[src/rtl/frame_write_ctrl.sv]
// Write-port controller for the frame buffer: arbitrates camera capture and a constant-colour clear engine.
// Latency: a write decided in cycle t drives regwrite/addr_in/data_in in cycle t+1; done follows the last write by one cycle.
// Backpressure: none; the buffer accepts one write per cycle, and px_valid gaps simply stall the pixel counter.
module frame_write_ctrl #(
    parameter int AW   = 15,
    parameter int DW   = 3,
    parameter int NPIX = 19200
) (
    input  logic          clk,
    input  logic          reset,
    input  logic          cap_req,
    input  logic          clr_req,
    input  logic [DW-1:0] clr_color,
    input  logic          frame_start,
    input  logic          px_valid,
    input  logic [DW-1:0] px_data,
    output logic          regwrite,
    output logic [AW-1:0] addr_in,
    output logic [DW-1:0] data_in,
    output logic          busy,
    output logic          done,
    output logic          short_frame
);

    typedef enum logic [2:0] {
        S_IDLE     = 3'd0,
        S_WAIT_SOF = 3'd1,
        S_CAPTURE  = 3'd2,
        S_CLEAR    = 3'd3,
        S_DONE     = 3'd4
    } state_t;

    // Address of the final pixel; the counter parks here instead of wrapping.
    localparam logic [AW-1:0] LAST_PIX = AW'(NPIX - 1);

    state_t          state_q, state_d;
    logic [AW-1:0]   cnt_q, cnt_d;
    logic [DW-1:0]   col_q, col_d;
    logic            short_q, short_d;
    logic            we_q, we_d;
    logic [AW-1:0]   addr_q, addr_d;
    logic [DW-1:0]   data_q, data_d;
    logic            done_q, done_d;
    logic            busy_q, busy_d;

    // Next-state, counter and write-decision logic for the whole controller.
    always_comb begin
        state_d = state_q;
        cnt_d   = cnt_q;
        col_d   = col_q;
        short_d = short_q;
        we_d    = 1'b0;
        addr_d  = addr_q;
        data_d  = data_q;

        unique case (state_q)
            S_IDLE: begin
                // Clear wins when both requests are present.
                if (clr_req) begin
                    state_d = S_CLEAR;
                    cnt_d   = '0;
                    col_d   = clr_color;
                end else if (cap_req) begin
                    state_d = S_WAIT_SOF;
                    short_d = 1'b0;
                end
            end

            S_WAIT_SOF: begin
                // Pixels before the first frame boundary belong to a partial frame and are dropped.
                if (frame_start) begin
                    state_d = S_CAPTURE;
                    cnt_d   = '0;
                end
            end

            S_CAPTURE: begin
                if (frame_start) begin
                    // Camera restarted mid-frame: begin again at pixel 0 and flag it.
                    cnt_d   = '0;
                    short_d = 1'b1;
                end else if (px_valid) begin
                    we_d   = 1'b1;
                    addr_d = cnt_q;
                    data_d = px_data;
                    if (cnt_q == LAST_PIX) begin
                        state_d = S_DONE;
                    end else begin
                        cnt_d = cnt_q + AW'(1);
                    end
                end
            end

            S_CLEAR: begin
                we_d   = 1'b1;
                addr_d = cnt_q;
                data_d = col_q;
                if (cnt_q == LAST_PIX) begin
                    state_d = S_DONE;
                end else begin
                    cnt_d = cnt_q + AW'(1);
                end
            end

            S_DONE: begin
                state_d = S_IDLE;
            end

            default: begin
                state_d = S_IDLE;
            end
        endcase
    end

    // Status outputs trail the state by one cycle, matching the registered write port.
    always_comb begin
        done_d = (state_q == S_DONE);
        // Stay busy through the done pulse so busy drops only once done has been seen.
        busy_d = (state_d != S_IDLE) || (state_q == S_DONE);
    end

    // Control state: FSM, pixel counter, latched colour and sticky short-frame flag.
    always_ff @(posedge clk or posedge reset) begin
        if (reset) begin
            state_q <= S_IDLE;
            cnt_q   <= '0;
            col_q   <= '0;
            short_q <= 1'b0;
        end else begin
            state_q <= state_d;
            cnt_q   <= cnt_d;
            col_q   <= col_d;
            short_q <= short_d;
        end
    end

    // Registered buffer write port and status pulses, stable for the buffer's falling-edge write.
    always_ff @(posedge clk or posedge reset) begin
        if (reset) begin
            we_q   <= 1'b0;
            addr_q <= '0;
            data_q <= '0;
            done_q <= 1'b0;
            busy_q <= 1'b0;
        end else begin
            we_q   <= we_d;
            addr_q <= addr_d;
            data_q <= data_d;
            done_q <= done_d;
            busy_q <= busy_d;
        end
    end

    assign regwrite    = we_q;
    assign addr_in     = addr_q;
    assign data_in     = data_q;
    assign busy        = busy_q;
    assign done        = done_q;
    assign short_frame = short_q;

endmodule

[config.mk]
export PLATFORM = sky130hd
export DESIGN_NAME = frame_write_ctrl
export DESIGN_NICKNAME = d
export VERILOG_FILES = /design/src/rtl/frame_write_ctrl.sv
export SDC_FILE = /design/constraint.sdc
export NUM_CORES = 1
export LEC_CHECK = 0
export CORE_MARGIN = 1
export CORE_UTILIZATION = 54
export CTS_BUF_LIST = sky130_fd_sc_hd__clkbuf_8
export DETAILED_ROUTE_END_ITERATION = 12
export GPL_ROUTABILITY_DRIVEN = 0
export GPL_TIMING_DRIVEN = 0
export PLACE_DENSITY_LB_ADDON = 0.1
export SYNTH_ARGS = -nofsm -noshare
export SYNTH_HDL_FRONTEND = slang
export SYNTH_SLANG_ARGS = --single-unit
[constraint.sdc]
create_clock -name clk -period 1.9 [get_ports clk]
set_input_delay 0.38 -clock clk [delete_from_list [all_inputs] [get_ports clk]]
set_output_delay 0.38 -clock clk [all_outputs]
set_load 0.02 [all_outputs]
# After elaboration in Yosys (flattened, before gate mapping)

Cells that the tools add are included.

Flip-flop bits (word level): 43
Output and inout port bits: 22
Input port bits: 12
Word-level logic and storage cells: 59

Mux-type cells: 26
Add/subtract/negate cells: 1
Reduce and logical (&&, ||, !) cells: 10
Equality and inequality tests: 13

Operators with widths:

| kind                    | number |
|---|---|
| $mux W15                | 7 |
| $pmux W15 S4            | 1 |
| $pmux W15 S2            | 1 |
| $mux W3                 | 8 |
| $add A15 B1 Y15 const B | 1 |
| $eq A15 B15 Y1 const B  | 1 |
| $ne A2 B2 Y1 const B    | 7 |
| $pmux W3 S4             | 1 |
| $reduce_and A4 Y1       | 2 |
| $eq A3 B2 Y1 const B    | 2 |
| $pmux W3 S2             | 1 |
| $mux W1                 | 5 |
| $pmux W1 S2             | 2 |
| $reduce_bool A2 Y1      | 2 |
| $reduce_bool A4 Y1      | 1 |
| $eq A3 B1 Y1 const B    | 1 |
| $eq A3 B3 Y1 const B    | 1 |
| $logic_not A3 Y1        | 1 |
| $ne A3 B3 Y1 const B    | 1 |
| $reduce_and A3 Y1       | 1 |
| $reduce_bool A3 Y1      | 1 |
| $reduce_and A2 Y1       | 1 |
| $logic_or A1 B1 Y1      | 1 |

# Depth between registers and ports, before layout

Gate-level depths: netlist of run 1.

Depth after elaboration: 7
Depth in mapped cells: 7
Depth with buffers taken out: 6

# Worst setup path after synthesis of run 1

No wires, ideal clock.

Path kind: register to register
Start: register state_q[0]
End: register cnt_q[7]
Path slack: 239 ps
Clock period less this slack: 1,661 ps
Data arrival time: 1,529 ps
Setup time: 132 ps
Cell stages (with the launch flop): 8
Cell sequence: dfrtp_1 > buf_6 > nor4b_1 > a211oi_4 > buf_2 > nand4_1 > xor2_1 > nor2_1

Cells in the longest elaborated chain, start to end: 3

RTL lines:

| what                                           | RTL line | RTL |
|---|---|---|
| from (decl)                                    | 36       | `state_t state_q, state_d;` |
| from (signal assigned)                         | 130      | `state_q <= state_d;` |
| $eq A3 B2 Y1 (tied with other cells)           | 56       | `unique case (state_q)` |
| $ne A3 B3 Y1 (no line) (tied with other cells) | --       |  |
| $reduce_and A4 Y1 (no line)                    | --       |  |
| to (signal assigned)                           | 131      | `cnt_q <= cnt_d;` |
| to (decl)                                      | 37       | `logic [AW-1:0] cnt_q, cnt_d;` |

Parallel ways exist; a longest one is shown, timed or not.
A chain may end at the register's enable or synchronous reset.

# Worst setup path in the final report of run 1

Start: register cnt_q[0]
End: register cnt_q[13]

Cells in the longest elaborated chain, start to end: 5

RTL lines:

| what                                                     | RTL line | RTL |
|---|---|---|
| $add A15 B1 Y15 / $eq A15 B15 Y1 (equally long branches) | --       |  |
| $mux W15 (*)                                             | 86, 98   |  |
| $mux W15                                                 | 82       | `end else if (px_valid) begin` |
| $mux W15                                                 | 78       | `if (frame_start) begin` |
| $pmux W15 S4 (*)                                         | 56       |  |

Every way passes the cells marked *; elsewhere a longest branch is shown, timed or not. The select of a mux whose other input is x is not followed.

==> flow_summary.ini, run 1 <==
[job]
cap_violations = 0

[synth]
synthCells = 182
synth.area.top_cells = dfrtp_1 (54%), mux2_2 (10%), xor2_1 (5.3%)
synth-seq-area-share_pct = 54.22
synth.most_common_cell = dfrtp_1
async_reset_ff_share_pct = 100.0
synth_edf_count = 0
avgSynthCellArea_sq_um = 10.90
synth_top_cell_area_share_pct = 54.22
synth.cell_area_sq_mm = 0.001984
synthFlopType = dfrtp_1
synth_commonest_cells = dfrtp_1 (43), nor2_1 (26), mux2_2 (18), xor2_1 (12), nand3_1 (10)
ys_ff_latch = 43
yosysTopAreaCell = dfrtp_1
ys_warn_count = 0
syn-num-nets = 195
yosysUniqueCellTypes = 34

[global_routing]
grt_use_met3_pct = 6.022
grt_max_degree = 44
grt_pass1_vias = 1502
use_met1_pct = 28.75
track_usage_pct = 22.77
use_met2_pct = 35.33
grt_pass1_wl_mm = 6.796
antenna_found_initial = 0
gr-max-usage-layer = met2
globalRouteOverflowTotal = 0

[sta]
report.final.slew_viol_count = 0
setup_viol = 0
min_period_over_period_pct = 95.79
hold_viol_final = 0
tightest_slew_ns = 0.8507
grt_setup_unrepaired = yes
relSlewSlack_pct = 43.20
max_freq_mhz = 549.5
period_minus_slack_ns = 1.820
setup_tns_ns = 0
fin_worst_skew_ns = 0.006602

[floorplan]
core_area_sq_mm = 0.003416
start_util_pct = 58.10
die_h_um = 62.62
rows = 21
io_pins = 34
die_area_sq_mm = 0.003921
die_width_um = 62.62

[pwr]
leakage_nw = 1.157
switchingPower_w = 0.0004051
swShare_pct = 24.08
clkPwrFrac_pct = 31.8
ir_worst_vdd_mv = 0.5756
powerDensity_mw_per_mm2 = 666.2
power.share.combinational_pct = 10.9
p_seq_share_pct = 57.2
p_int_w = 0.001277

[place]
placed_cell_area_sq_mm = 0.002372
io_buffers = 33
place_inst = 261
hpwlAfterDp_mm = 2.770

[layout]
drive_gt1_share_pct = 20.00
synthToLayoutAreaGrowth_pct = 27.24
diodes = 0
multiInputGateArea_sq_um = 875.8
fillCellCount = 240
instances_no_fill = 271
fin_util_pct = 73.92
nNetsFinal = 237
stdcell_area_sq_mm = 0.002525
seq_area_sq_mm = 0.001077

[route]
drt-pass1-iter-count = 4
wire_per_inst_um = 15.04
vias = 1519
drc = 0
drt-initial-drc-count = 63
viasPerCell = 5.605
postRouteAntennaNets = 0
routed_wirelength_mm = 4.075

[critical_path]
crit_type = flip-flop to flip-flop
endpoint_kind = flip-flop
worst_ep_arrival_time_ns = 2.05
worstPathRequired_ns = 2.13
r2r_slack_ns = 0.08
crit_fanout = 4
start_kind = flip-flop

[clock_network]
cts.clk_slew.worst_paths_ns = 0.08
htreeDepth = 2
insertion_delay_ns = 0.30
cts_tree = yes
clk_path_buf_depth = 2
clkSinkCount = 43
numCtsBuffers = 5
holdBufCountCts = 0
cts-root-buf = clkbuf_8

[hold_path]
min_path_type = input port to flip-flop

[outcome]
status = finished, final reports clean
## critical path, stage by stage (launching register included)
cell      delay [ns]
dfrtp_2         0.45
ha_2            0.23
and4_1          0.21
nand4b_1        0.18
nand3_2         0.15
or3_1           0.38
a21oi_1         0.15
## through the flow
| step | hold slack, ns | setup WS, ns | power [W] |
|---|---|---|---|
| floorplan | 0.4800 | 0.2394 | 0.001070 |
| global placement | 0.4676 | -0.4941 | 0.001149 |
| detailed placement | 0.4812 | -0.5122 | 0.001155 |
| CTS | 0.4993 | 0.006349 | 0.001702 |
| global route | 0.5167 | -0.005520 | 0.001744 |
| finish | 0.4816 | 0.08001 | 0.001682 |
## cell families (layout without fill, tap and decap cells)
logic type | Yosys count | in the layout | share of synthesized area, %
AND/OR/NAND/NOR | 70 | 70 | 17.84
flip-flops | 43 | 43 | 54.22
multiplexers | 23 | 23 | 12.74
AO/OA/AOI/OAI | 18 | 18 | 5.801
buffers and inverters | 15 | 58 | 3.468
XOR/XNOR | 12 | 12 | 5.296
adder cells (fa/ha/maj) | 1 | 1 | 0.6304
## placed cells by master (no fill, tap or decap), types with 2 or more instances in the layout
master,Yosys,layout
inv_1,6,7
a211oi_1,2,2
xor2_1,12,12
mux2_2,18,18
o21ai_0,6,6
nand2_1,9,9
a21oi_1,6,6
nand4_1,7,7
clkbuf_8,0,5
nor3_1,2,2
nand3_1,10,10
buf_4,0,6
nor4_1,2,2
dlymetal6s2s_1,0,2
dfrtp_1,43,42
mux2i_1,5,4
nor2_1,26,26
clkbuf_2,0,2
and3_1,2,2
clkdlybuf4s50_1,0,31
## worst paths after layout
path | cells past startpoint | endpoint | start
worst max register to register | 6 | cnt_q[13] | cnt_q[0]
min in group asynchronous | 2 | addr_in[12] | reset
worst min register to register | 2 | data_in[2] | data_in[2]
max in group asynchronous | 2 | cnt_q[0] | reset
worst max-delay path | 6 | cnt_q[13] | cnt_q[0]
worst min-delay path | 3 | busy | clr_req
## layout make-up
type / instances / share of cell area (%)
plain buffers: 8 / 2.081
multi-input cells: 124 / 34.69
flip-flops and latches: 43 / 42.67
clock buffers: 5 / 2.725
well taps: 46 / 2.279
clock inverters: 3 / 0.4955
inverters: 6 / 0.8920
repair buffers: 36 / 14.17
## power groups by stage
stage	registers, W	logic (W)	clock network, W
4_1_cts	0.000961	0.000185	0.000555
3_3_place_gp	0.000977	0.000172	0
6_report	0.000963	0.000184	0.000535
3_5_place_dp	0.000979	0.000177	0
2_1_floorplan	0.000997	0.0000734	0
5_1_grt	0.000966	0.000201	0.000578
## timing repair
action	4_1_cts	5_1_grt
pin swaps	2	3
setup buffers	3	0
resized for setup	7	9
endpoints found under the setup margin	26	27
## sequential cells by signal (all words and copies together) (netlist names)
signal,flops
busy,1
regwrite,1
short_frame,1
cnt_q,15
state_q,3
addr_in,15
col_q,3
data_in,3
done,1
## metal layers
layer	up-vias	part of all wire, %
met3	15	5.4
met4	0	3.0
met1	743	42
met5	-	0
met2	51	50
li1	710	-
Note: power is estimated with default switching activity, not from simulation.
==> run 2: changes to the inputs <==
- TNS_END_PERCENT: default -> 100
==> results of run 2 <==
No change in the layout: final DEF, timing and power equal those of run 1.
